<file path="src/rtl/ps2_key_ctrl.sv">
// ps2_key_ctrl: PS/2 set-2 scan-code sequencer.
// Decodes make / break (F0) / extended (E0) byte sequences into one-cycle
// key_en strobes, tracks the held key and counts distinct presses in BCD.
// Optional feature macro: PS2_KEY_CTRL_TIMEOUT_EN (prefix-state idle timeout).
module ps2_key_ctrl #(
  parameter int TIMEOUT_CYCLES = 1000000
) (
  input  logic       clk,
  input  logic       rst,
  input  logic [7:0] data_in,
  input  logic       data_valid,
  output logic       data_ready,
  output logic       key_en,
  output logic [7:0] keycode,
  output logic       key_ext,
  output logic       key_held,
  output logic [7:0] press_cnt
);

  typedef enum logic [1:0] {
    IDLE    = 2'd0,
    BRK     = 2'd1,
    EXT     = 2'd2,
    EXT_BRK = 2'd3
  } state_t;

  state_t     state_r;
  state_t     state_nx_s;
  logic       accept_s;
  logic       is_nul_s;
  logic       make_s;
  logic       brk_s;
  logic       ext_s;
  logic       hit_s;
  logic       timeout_s;

  logic       key_en_r;
  logic [7:0] keycode_r;
  logic       key_ext_r;
  logic       key_held_r;
  logic [7:0] press_cnt_r;

  // Two-digit BCD increment, 99 wraps to 00.
  function automatic logic [7:0] bcd_inc(input logic [7:0] v);
    logic [3:0] u;
    logic [3:0] t;
    u = v[3:0];
    t = v[7:4];
    if (u == 4'd9) begin
      u = 4'd0;
      if (t == 4'd9) begin
        t = 4'd0;
      end else begin
        t = t + 4'd1;
      end
    end else begin
      u = u + 4'd1;
    end
    return {t, u};
  endfunction

  // The block never stalls: it is ready exactly when out of reset.
  assign data_ready = rst;
  assign accept_s   = data_valid && data_ready;
  assign is_nul_s   = (data_in == 8'h00) || (data_in == 8'hFF);

`ifdef PS2_KEY_CTRL_TIMEOUT_EN
  localparam int CW = $clog2(TIMEOUT_CYCLES + 1);
  localparam logic [CW-1:0] TO_LAST = CW'(TIMEOUT_CYCLES - 1);

  logic [CW-1:0] timer_r;

  // Timeout fires on the idle cycle that would bring the counter to the limit.
  always_comb begin
    timeout_s = 1'b0;
    if ((state_r != IDLE) && !accept_s && (timer_r == TO_LAST)) begin
      timeout_s = 1'b1;
    end else begin
      timeout_s = 1'b0;
    end
  end

  // Idle-cycle counter for prefix states; cleared by any accepted byte.
  always_ff @(posedge clk or negedge rst) begin
    if (!rst) begin
      timer_r <= '0;
    end else if (accept_s || (state_r == IDLE) || timeout_s) begin
      timer_r <= '0;
    end else begin
      timer_r <= timer_r + {{(CW-1){1'b0}}, 1'b1};
    end
  end
`else
  logic timeout_unused_s;
  assign timeout_unused_s = (TIMEOUT_CYCLES != 0);
  assign timeout_s        = 1'b0;
`endif

  // FSM state register.
  always_ff @(posedge clk or negedge rst) begin
    if (!rst) begin
      state_r <= IDLE;
    end else begin
      state_r <= state_nx_s;
    end
  end

  // Next-state decode and classification of the accepted byte.
  always_comb begin
    state_nx_s = state_r;
    make_s     = 1'b0;
    brk_s      = 1'b0;
    ext_s      = 1'b0;
    if (accept_s) begin
      case (state_r)
        IDLE: begin
          if (data_in == 8'hE0) begin
            state_nx_s = EXT;
          end else if (data_in == 8'hF0) begin
            state_nx_s = BRK;
          end else if (is_nul_s) begin
            state_nx_s = IDLE;
          end else begin
            make_s = 1'b1;
          end
        end
        EXT: begin
          if (data_in == 8'hF0) begin
            state_nx_s = EXT_BRK;
          end else if (data_in == 8'hE0) begin
            state_nx_s = EXT;
          end else if (is_nul_s) begin
            state_nx_s = IDLE;
          end else begin
            make_s     = 1'b1;
            ext_s      = 1'b1;
            state_nx_s = IDLE;
          end
        end
        BRK: begin
          if (data_in == 8'hF0) begin
            state_nx_s = BRK;
          end else if (data_in == 8'hE0) begin
            state_nx_s = EXT_BRK;
          end else if (is_nul_s) begin
            state_nx_s = IDLE;
          end else begin
            brk_s      = 1'b1;
            state_nx_s = IDLE;
          end
        end
        EXT_BRK: begin
          if ((data_in == 8'hF0) || (data_in == 8'hE0)) begin
            state_nx_s = EXT_BRK;
          end else if (is_nul_s) begin
            state_nx_s = IDLE;
          end else begin
            brk_s      = 1'b1;
            ext_s      = 1'b1;
            state_nx_s = IDLE;
          end
        end
        default: begin
          state_nx_s = IDLE;
        end
      endcase
    end else if (timeout_s) begin
      state_nx_s = IDLE;
    end else begin
      state_nx_s = state_r;
    end
  end

  // The byte names the key currently held (same code and same extension).
  assign hit_s = key_held_r && (data_in == keycode_r) && (ext_s == key_ext_r);

  // Key state, strobe and press counter; typematic repeats and stale
  // releases leave everything untouched.
  always_ff @(posedge clk or negedge rst) begin
    if (!rst) begin
      key_en_r    <= 1'b0;
      keycode_r   <= 8'h00;
      key_ext_r   <= 1'b0;
      key_held_r  <= 1'b0;
      press_cnt_r <= 8'h00;
    end else begin
      key_en_r <= 1'b0;
      if (make_s && !hit_s) begin
        key_en_r    <= 1'b1;
        keycode_r   <= data_in;
        key_ext_r   <= ext_s;
        key_held_r  <= 1'b1;
        press_cnt_r <= bcd_inc(press_cnt_r);
      end else if (brk_s && hit_s) begin
        key_en_r   <= 1'b1;
        keycode_r  <= 8'h00;
        key_ext_r  <= 1'b0;
        key_held_r <= 1'b0;
      end else begin
        key_en_r <= 1'b0;
      end
    end
  end

  assign key_en    = key_en_r;
  assign keycode   = keycode_r;
  assign key_ext   = key_ext_r;
  assign key_held  = key_held_r;
  assign press_cnt = press_cnt_r;

endmodule

</file>
<file path="config.mk">
export PLATFORM = sky130hd
export DESIGN_NAME = ps2_key_ctrl
export DESIGN_NICKNAME = d
export VERILOG_FILES = /design/src/rtl/ps2_key_ctrl.sv
export SDC_FILE = /design/constraint.sdc
export NUM_CORES = 1
export LEC_CHECK = 0
export ABC_AREA = 1
export BUFFER_PORTS_ARGS = -buffer_cell sky130_fd_sc_hd__clkbuf_2
export CAP_MARGIN = 5
export CORE_ASPECT_RATIO = 1.4
export CORE_MARGIN = 2
export CORE_UTILIZATION = 40
export CTS_BUF_LIST = sky130_fd_sc_hd__clkbuf_8
export DETAILED_ROUTE_END_ITERATION = 8
export SLEW_MARGIN = 20
export SYNTH_ARGS = -nofsm -noshare
export SYNTH_HDL_FRONTEND = slang
export SYNTH_SLANG_ARGS = --single-unit
</file>
<file path="constraint.sdc">
create_clock -name clk -period 3.2 [get_ports clk]
set_input_delay 0.64 -clock clk [delete_from_list [all_inputs] [get_ports clk]]
set_output_delay 0.64 -clock clk [all_outputs]
set_load 0.01 [all_outputs]
</file>
# Word-level counts from Yosys, hierarchy flattened
# Cells that the tools add are included.
[totals] regBits=21 in_bits=11
[op_classes] n_reduce_logical=13 eq_ne=11 n_addsub=2 n_mux=30
[op_table] operator="$eq 8x8->1 const B" count=3
[op_table] operator="$mux 2" count=8
[op_table] operator="$mux 8" count=2
[op_table] operator="$mux 1" count=14
[op_table] operator="$add 4x1->4 const B" count=2
[op_table] operator="$eq 4x4->1 const B" count=2
[op_table] operator="$eq 8x8->1" count=1
[op_table] operator="$logic_not 8->1" count=1
[op_table] operator="$mux 4" count=2
[op_table] operator="$pmux 2 s4" count=1
[op_table] operator="$pmux 1 s2" count=3
[op_table] operator="$logic_and 1x1->1" count=5
[op_table] operator="$eq 2x2->1 const B" count=2
[op_table] operator="$ne 4x4->1 const B" count=1
[op_table] operator="$reduce_and 2->1" count=2
[op_table] operator="$eq 2x1->1 const B" count=1
[op_table] operator="$logic_not 2->1" count=1
[op_table] operator="$logic_or 1x1->1" count=2
[op_table] operator="$reduce_bool 2->1" count=1
[op_table] operator="$eq 1x1->1" count=1
[op_table] operator="$logic_not 1->1" count=1

# Depth between registers and ports, before layout
# Gate-level depths: netlist of the first run.
[logic_depth] depth_word=12 ltp_mapped=14 ltp_nobuf=13

# Worst setup path before layout of the first run
# No wires, ideal clock.
[synth_timing] path_kind="input to register" from="input port data_in[6]" to="register keycode_r[0], in the netlist keycode[0]" stages=13 n_path_buf=1 setup_time_ps=118 setup_slack_ps=1423 arrival_ps=1660 t_required_ps=3082 cell_sequence="nand2_1 nor2_1 nand2_1 nand2_2 nor2_4 nand3_1 nand2_2 nand3_4 nand2_4 inv_2 buf_6 nand2_1 nand2_1"
[synth_via] elab_chain_cells=12
[synth_rtl] element="from (decl)" line_no="10" source="input logic [7:0] data_in,"
[synth_rtl] element="$eq 8x8->1 / $logic_not 8->1 (equally long branches)" line_no="65" source="assign is_nul_s = (data_in == 8'h00) || (data_in == 8'hFF);"
[synth_rtl] element="$logic_or 1x1->1" line_no="65"
[synth_rtl] element="$mux 1"
[synth_rtl] element="$mux 1" line_no="130" source="end else if (data_in == 8'hE0) begin"
[synth_rtl] element="$mux 1" line_no="141" source="if (data_in == 8'hF0) begin"
[synth_rtl] element="$pmux 1 s2" line_no="115" source="case (state_r)"
[synth_rtl] element="$mux 1" line_no="114" source="if (accept_s) begin"
[synth_rtl] element="$eq 1x1->1" line_no="175" source="assign hit_s = key_held_r && (data_in == keycode_r) && (ext_s == key_ext_r);"
[synth_rtl] element="$logic_and 1x1->1" line_no="175"
[synth_rtl] element="$logic_not 1->1" line_no="188" source="if (make_s && !hit_s) begin"
[synth_rtl] element="$logic_and 1x1->1" line_no="188"
[synth_rtl] element="$mux 8 / $reduce_bool 2->1 (equally long branches)"
[synth_rtl] element="to (signal assigned)" line_no="190" source="keycode_r <= data_in;"
[synth_rtl] element="to (decl)" line_no="38" source="logic [7:0] keycode_r;"
# Parallel ways exist; a longest one is shown, timed or not.
# A chain may end at the register's enable or synchronous reset.

# Worst setup path after layout of the first run
[layout_timing] from="input port data_in[2]" to="register key_ext_r, in the netlist key_ext"
[layout_via] elab_chain_cells=12
[layout_rtl] element="$eq 8x8->1 / $logic_not 8->1 (equally long branches)" line_no="65"
[layout_rtl] element="$logic_or 1x1->1" line_no="65"
[layout_rtl] element="$mux 1"
[layout_rtl] element="$mux 1" line_no="130"
[layout_rtl] element="$mux 1" line_no="141"
[layout_rtl] element="$pmux 1 s2" line_no="115"
[layout_rtl] element="$mux 1" line_no="114"
[layout_rtl] element="$eq 1x1->1" line_no="175"
[layout_rtl] element="$logic_and 1x1->1" line_no="175"
[layout_rtl] element="$logic_not 1->1" line_no="188"
[layout_rtl] element="$logic_and 1x1->1" line_no="188"
[layout_rtl] element="$mux 1 / $reduce_bool 2->1 (equally long branches)"
[layout_rtl] element="to (signal assigned)" line_no="191" source="key_ext_r <= ext_s;"
[layout_rtl] element="to (decl)" line_no="39" source="logic key_ext_r;"
# Parallel ways exist; a longest one is shown, timed or not.

==> results of run 1 <==
sequential cells by signal, indices dropped and copies added (netlist names):
name	flops
keycode	8
press_cnt	8
state_r	2
key_en	1
key_ext	1
key_held	1
per-layer routing:
metal | up-vias | GRT usage | part of all wire
met3 | 6 | 0.0313 | 0.043
li1 | 643 | - | -
met5 | - | 0 | 0
met2 | 35 | 0.335 | 0.52
met4 | 0 | 0.0712 | 0.024
met1 | 590 | 0.219 | 0.41
through the flow:
stage,setup WS (ns),instances
after CTS,1.17,255
after global routing,0.972,255
after detailed placement,0.910,251
after global placement,0.935,251
after floorplan,1.42,185
final,1.18,255
cells in the mapped netlist (2+ instances only):
library cell	n	area share
sky130_fd_sc_hd__nand2_1	65	0.19
sky130_fd_sc_hd__dfrtp_1	21	0.40
sky130_fd_sc_hd__inv_1	21	0.061
sky130_fd_sc_hd__nor2_1	17	0.049
sky130_fd_sc_hd__nand3_1	14	0.054
sky130_fd_sc_hd__o21ai_0	11	0.042
sky130_fd_sc_hd__nand4_1	6	0.029
sky130_fd_sc_hd__inv_2	4	0.012
sky130_fd_sc_hd__a21oi_1	3	0.012
sky130_fd_sc_hd__nand2_2	3	0.014
sky130_fd_sc_hd__xor2_1	3	0.020
sky130_fd_sc_hd__buf_4	2	0.012
sky130_fd_sc_hd__nor2_4	2	0.017
sky130_fd_sc_hd__or2_2	2	0.0096
sky130_fd_sc_hd__xnor2_1	2	0.013
how the worst min path moves through the flow:
stage | startpoint | endpoint | slack [ns] | cells after the start
after floorplan | rst | key_en$_DFF_PN0_ | 0.34 | 0
after global placement | press_cnt[2]$_DFFE_PN0P_ | press_cnt[2]$_DFFE_PN0P_ | 0.49 | 2
after detailed placement | press_cnt[2]$_DFFE_PN0P_ | press_cnt[2]$_DFFE_PN0P_ | 0.51 | 2
after CTS | rst | press_cnt[3]$_DFFE_PN0P_ | 0.40 | 2
after global routing | rst | press_cnt[3]$_DFFE_PN0P_ | 0.42 | 2
final | rst | press_cnt[1]$_DFFE_PN0P_ | 0.38 | 2
worst reg2reg max path: stages (launching register included):
cell and delay, ns:
sky130_fd_sc_hd__dfrtp_1 0.44, sky130_fd_sc_hd__xor2_1 0.16, sky130_fd_sc_hd__nor2_1 0.09, sky130_fd_sc_hd__nand4_1 0.08
sky130_fd_sc_hd__nor2_1 0.25, sky130_fd_sc_hd__nand4_1 0.45, sky130_fd_sc_hd__nand3_1 0.24, sky130_fd_sc_hd__nand2_1 0.08
kinds of logic after synthesis:
family,count (synthesis),share of synthesized area
compound gates,17,0.0711
xor+xnor,5,0.0336
buf+inv,29,0.0961
flops,21,0.403
simple gates,113,0.396
final cells by class:
cell class	count	area share
inverters	25	0.0616
repair buffers	31	0.103
flip-flops and latches	21	0.345
well taps	39	0.0320
multi-input cells	135	0.428
clock inverters	1	0.00328
clock buffers	3	0.0271
report_power, final:
part | switching, µW | total, µW | internal, µW
clock | 90.3 | 177 | 86.9
combinational | 133 | 219 | 86.0
sequential | 49.7 | 357 | 307
==> impl_metrics.ini, run 1 <==
[global_routing]
grt_pass1_vias = 1225
total_overflow_reported_by_the_global_router = 0
grt_util_all_layers = 0.187
grt_first_pass_wirelength_um = 5290
grt_start_max_net_pins = 23
antenna_violations_before_repair = 0

[clock_network]
root_buffer = sky130_fd_sc_hd__clkbuf_8
h-tree-depth = 1
hold_buffers = 0
ctsResizeCount = 0
cts-buffers-inserted = 3
numClockSinks = 21
clk_pin_slew_ns = 0.08
cts_post_setup_buffers_inserted = 0
cts_buffer_depth = 2
tritoncts = built
worstSkewPairLatency_ns = 0.26

[synthesis]
synthesis.instances = 185
dominantRegCellSynth = sky130_fd_sc_hd__dfrtp_1
ys_async_sr_fraction = 1.00
synth_fp_nets = 196
post_synth_num_cell_types = 24
ys_seq_area_frac = 0.403
synth_seq_cells = 21
synth_area_um2 = 1300
synth-edff-count = 0
yosys_warnings = 0
syn_area_per_cell_um2 = 7.04

[finish]
layout_common_cells = sky130_fd_sc_hd__nand2_1, sky130_fd_sc_hd__clkbuf_2, sky130_fd_sc_hd__inv_1, sky130_fd_sc_hd__dfrtp_1, sky130_fd_sc_hd__nor2_1
antenna_cells_inserted = 0
mostFrequentLayoutCell = sky130_fd_sc_hd__nand2_1
fillerInstances = 345
nets = 228
layout-drive-gt1-share = 0.231
area.growth.synth_to_final_pct = 17.0
multi_input_comb_area_um2 = 652
seq_area_um2 = 526
final_util = 0.488
design_area_um2 = 1520

[placed_design]
io_buffers = 30
finalWeightedCongestion = 0.866
place_area_um2 = 1480
place.detailed.hpwl_um = 2380

[timing]
totalNegativeSetupSlack_ns = 0
fin_worst_skew_ns = 0.00119
fin_crit_ns = 2.02
period_share = 0.630
timing.fmax_mhz = 496
slew-limit-headroom = 0.595
setup_viol_count_final = 0
unrepaired_setup_endpoints_after_global_routing = no
maxSlewViolCount = 0
worst_hold_slack_ns = 0.384
final-hold-violation-count = 0
worst_slew_pin_slew_ns = 0.603

[pwr]
p_leak_uw = 0.000845
peakVddDrop_uv = 344
report.power.total_uw = 753
pwrdens_nw_per_um2 = 494

[floorplanning]
fp.dieArea_um2 = 3740
io-pin-count = 31
fp.coreArea_um2 = 3120
core.rowCount = 24
start_util = 0.417
die_height_um = 71.5
die_w_um = 52.2

[critical_path]
cp.required_ns = 3.35
worst_r2r_endpoint = key_ext$_DFFE_PN0P_
critical_path_class = in -> reg
reg2reg_depth = 7
worstReg2RegStart = keycode[6]$_DFFE_PN0P_
crit_top_cell = sky130_fd_sc_hd__nor2_1
crit_path_end_kind = register
worst-endpoint-arrival_ns = 2.17
crit_cells = 10
setup.reg_to_reg.worst_slack_ns = 1.31
crit_slowest_cell = sky130_fd_sc_hd__nand4_1
timing.critical_path.from = data_in[2]
timing.critical_path.max_delay_family = simple AND/OR/NAND/NOR gates
critPathMaxFanout = 11
crit_path_end = key_ext$_DFFE_PN0P_
critPathBufInv = 1
critPathMaxStageDelay_ns = 0.41
path_cells = clkbuf_2 > nor2_1 > nand2_1 > nor2_1 > nor2_1 > nand3_1 > nor2_1 > nand4_1 > nand3_1 > nand2_1
startpoint_type = input port

[worst_hold_path]
min_path_type = in -> async

[routing]
remaining_design_rule_violation_count = 0
drt_iter0_markers = 16
vias_post_dr = 1274
postRouteAntennaNets = 0
dr.pass1.iters = 4
avgViaCountPerCell = 5.00
postRouteWirelength_um = 3170
post_drt_wl_per_cell_um = 12.4

[run_status]
run_status = complete, no violations

[job]
maxCapViolations = 0
Power figures use the tool's default switching activity.
==> inputs of run 2 (changes only) <==
ABC_AREA = 0   (was 1)
clock period = 1.9 ns   (was 3.2 ns; I/O delays follow)
==> run 2 against run 1 <==
Net effect: final cell count down 13%; synthesized cell count down 32%; critical path depth down 4; area after synthesis down 3.9%; clock power up 64%; first-iteration DRC count up 75%; utilization up 7.0 points; non-clock buffer count up 29; sequential share of layout area down 3.8 points; register-to-register slack worse by 1.3 ns; routed wire length down 3.4%; final area up 12%; largest power group unchanged.
==> impl_metrics.ini, run 2 <==
[job]
maxCapViolations = 0

[pwr]
pwrdens_nw_per_um2 = 942
p_leak_uw = 0.000865
peakVddDrop_uv = 448

[synthesis]
ys_seq_area_frac = 0.420
syn_area_per_cell_um2 = 9.93
synth-edff-count = 0
ys_async_sr_fraction = 1.00
synth_fp_nets = 137
ys_top_cells_by_count = sky130_fd_sc_hd__dfrtp_1, sky130_fd_sc_hd__and3_1, sky130_fd_sc_hd__xnor2_1
post_synth_num_cell_types = 37
dominantRegCellSynth = sky130_fd_sc_hd__dfrtp_1
yosys_warnings = 0
ys_top_cells_by_area = sky130_fd_sc_hd__dfrtp_1, sky130_fd_sc_hd__xnor2_1, sky130_fd_sc_hd__a211o_1, sky130_fd_sc_hd__nor4b_1, sky130_fd_sc_hd__and3_1
post-synth-top-area-fraction = 0.420
synth_seq_cells = 21
synthesis.instances = 126
post-synth-top-area-cell = sky130_fd_sc_hd__dfrtp_1
synth_area_um2 = 1250
yosysMostFrequentCell = sky130_fd_sc_hd__dfrtp_1

[routing]
dr.pass1.iters = 4
avgViaCountPerCell = 5.37
vias_post_dr = 1192
post_drt_wl_per_cell_um = 13.8
postRouteAntennaNets = 0
remaining_design_rule_violation_count = 0
drt_iter0_markers = 28
postRouteWirelength_um = 3060

[critical_path]
cp.required_ns = 2.04
critPathMaxStageDelay_ns = 0.42
critical_path_class = reg -> reg
timing.critical_path.max_delay_family = simple AND/OR/NAND/NOR gates
crit_path_end_kind = register
path_cells = xnor2_1 > nand4_1 > or3_4 > a21o_1 > buf_12 > a211o_1
startpoint_type = register
crit_slowest_cell = sky130_fd_sc_hd__dfrtp_1
reg2reg_depth = 6
setup.reg_to_reg.worst_slack_ns = 0.06
worst_r2r_endpoint = keycode[3]$_DFFE_PN0P_
worstReg2RegStart = keycode[7]$_DFFE_PN0P_
critPathBufInv = 1
critPathMaxFanout = 9
worst-endpoint-arrival_ns = 1.99

[finish]
post_layout_nonfiller_instances = 222
antenna_cells_inserted = 0
mostFrequentLayoutCell = sky130_fd_sc_hd__clkbuf_2
area.growth.synth_to_final_pct = 36.7
nets = 195
layout-drive-gt1-share = 0.372
layout_common_cells = sky130_fd_sc_hd__clkbuf_2, sky130_fd_sc_hd__buf_4, sky130_fd_sc_hd__dfrtp_1, sky130_fd_sc_hd__and3_1, sky130_fd_sc_hd__xnor2_1

[clock_network]
root_buffer = sky130_fd_sc_hd__clkbuf_8
h-tree-depth = 1
cts_buffer_depth = 2
tritoncts = built
worstSkewPairLatency_ns = 0.26
clk_pin_slew_ns = 0.08
cts-buffers-inserted = 3
hold_buffers = 0
numClockSinks = 21

[run_status]
run_status = complete, no violations

[global_routing]
grt_first_pass_wirelength_um = 5230
grt_util_all_layers = 0.188
grt_pass1_vias = 1214
antenna_violations_before_repair = 0
grt_start_max_net_pins = 24
total_overflow_reported_by_the_global_router = 0

[worst_hold_path]
min_path_type = in -> async

[timing]
unrepaired_setup_endpoints_after_global_routing = yes
slew-limit-headroom = 0.779
final-hold-violation-count = 0
final_critical_path_setup_slack_ns = 0.0563
worst_hold_slack_ns = 0.127
timing.fmax_mhz = 542
period_share = 0.970
worst_slew_pin_slew_ns = 0.328
setup_viol_count_final = 0
fin_crit_ns = 1.84
maxSlewViolCount = 0
fin_worst_skew_ns = 0.00200

[placed_design]
finalWeightedCongestion = 0.824
place.detailed.hpwl_um = 2420
io_buffers = 30
placement.setup.worst_slack_ns = -0.111
dpl.cell_count = 217

[floorplanning]
die_height_um = 70.2
core.rowCount = 24
start_util = 0.408
fp.coreArea_um2 = 3060
io-pin-count = 31
die_w_um = 51.3
fp.dieArea_um2 = 3600
==> run 2: cell types whose count changed in the layout (fill, tap and decap cells not counted), moves of 12 or more <==
cell                      previous run  this run
sky130_fd_sc_hd__and3_1              0        12
sky130_fd_sc_hd__nand2_1            65         4
sky130_fd_sc_hd__nand3_1            14         2
sky130_fd_sc_hd__inv_1              21         6
sky130_fd_sc_hd__buf_4               1        28
==> run 2: cell type report <==
class / instances / area, µm²
Fill cell: 315 / 1350
Timing Repair Buffer: 60 / 392
Tap cell: 39 / 48.8
Sequential cell: 21 / 526
Clock inverter: 1 / 3.75
Clock buffer: 3 / 41.3
Multi-Input combinational cell: 93 / 681
Inverter: 5 / 18.8
==> run 2: repair_timing <==
item                                    4_1_cts  5_1_grt
hold endpoints to repair                      0        0
resized for setup                             1        2
endpoints found under the setup margin        9       10
setup buffers                                 1        0
pin swaps                                     4        2
==> run 2: worst max-delay path by stage <==
stage,start,slack [ns],depth (start not counted),to
3_3_place_gp,data_in[4],-0.07,7,keycode[4]$_DFFE_PN0P_
3_5_place_dp,data_in[4],-0.11,7,keycode[3]$_DFFE_PN0P_
4_1_cts,key_ext$_DFFE_PN0P_,0.03,6,keycode[3]$_DFFE_PN0P_
5_1_grt,state_r[1]$_DFFE_PN0P_,-0.03,6,keycode[5]$_DFFE_PN0P_
2_1_floorplan,keycode[3]$_DFFE_PN0P_,0.09,6,key_ext$_DFFE_PN0P_
6_report,keycode[7]$_DFFE_PN0P_,0.06,6,keycode[3]$_DFFE_PN0P_
==> run 2: logic make-up after synthesis <==
logic type | after synthesis | share of synthesized area
AND/OR/NAND/NOR | 52 | 0.273
multiplexers | 2 | 0.0180
buffers and inverters | 12 | 0.0470
AO/OA/AOI/OAI | 25 | 0.144
flip-flops | 21 | 0.420
XOR/XNOR | 14 | 0.0980
==> run 2: report_power, final <==
group	total [µW]	internal, µW	switching [µW]
Combinational	627	330	297
Clock	290	144	146
Sequential	694	561	133
==> run 2: worst reg2reg max path, cell delays in order, from the launching register on <==
cell and delay [ns]:
sky130_fd_sc_hd__dfrtp_1 0.42, sky130_fd_sc_hd__xnor2_1 0.17, sky130_fd_sc_hd__nand4_1 0.13, sky130_fd_sc_hd__or3_4 0.39
sky130_fd_sc_hd__a21o_1 0.19, sky130_fd_sc_hd__buf_12 0.14, sky130_fd_sc_hd__a211o_1 0.29
==> run 2: metal layers <==
metal	share of wire	wire length, µm	vias to the layer above	track usage
li1	-	-	581	-
met1	0.40	1210	578	0.221
met3	0.037	114	4	0.0278
met4	0.0072	22	0	0.0526
met5	0	0	-	0
met2	0.56	1710	29	0.345
==> run 2: per-stage QoR <==
step	area [µm²]	TNS (ns)	util	total power, µW
global placement	1640	-0.667	0.536	1310
CTS	1700	0	0.555	1630
finish	1710	0	0.558	1610
global route	1710	-0.193	0.558	1740
floorplan	1250	0	-	1020
detailed placement	1640	-0.967	0.536	1330
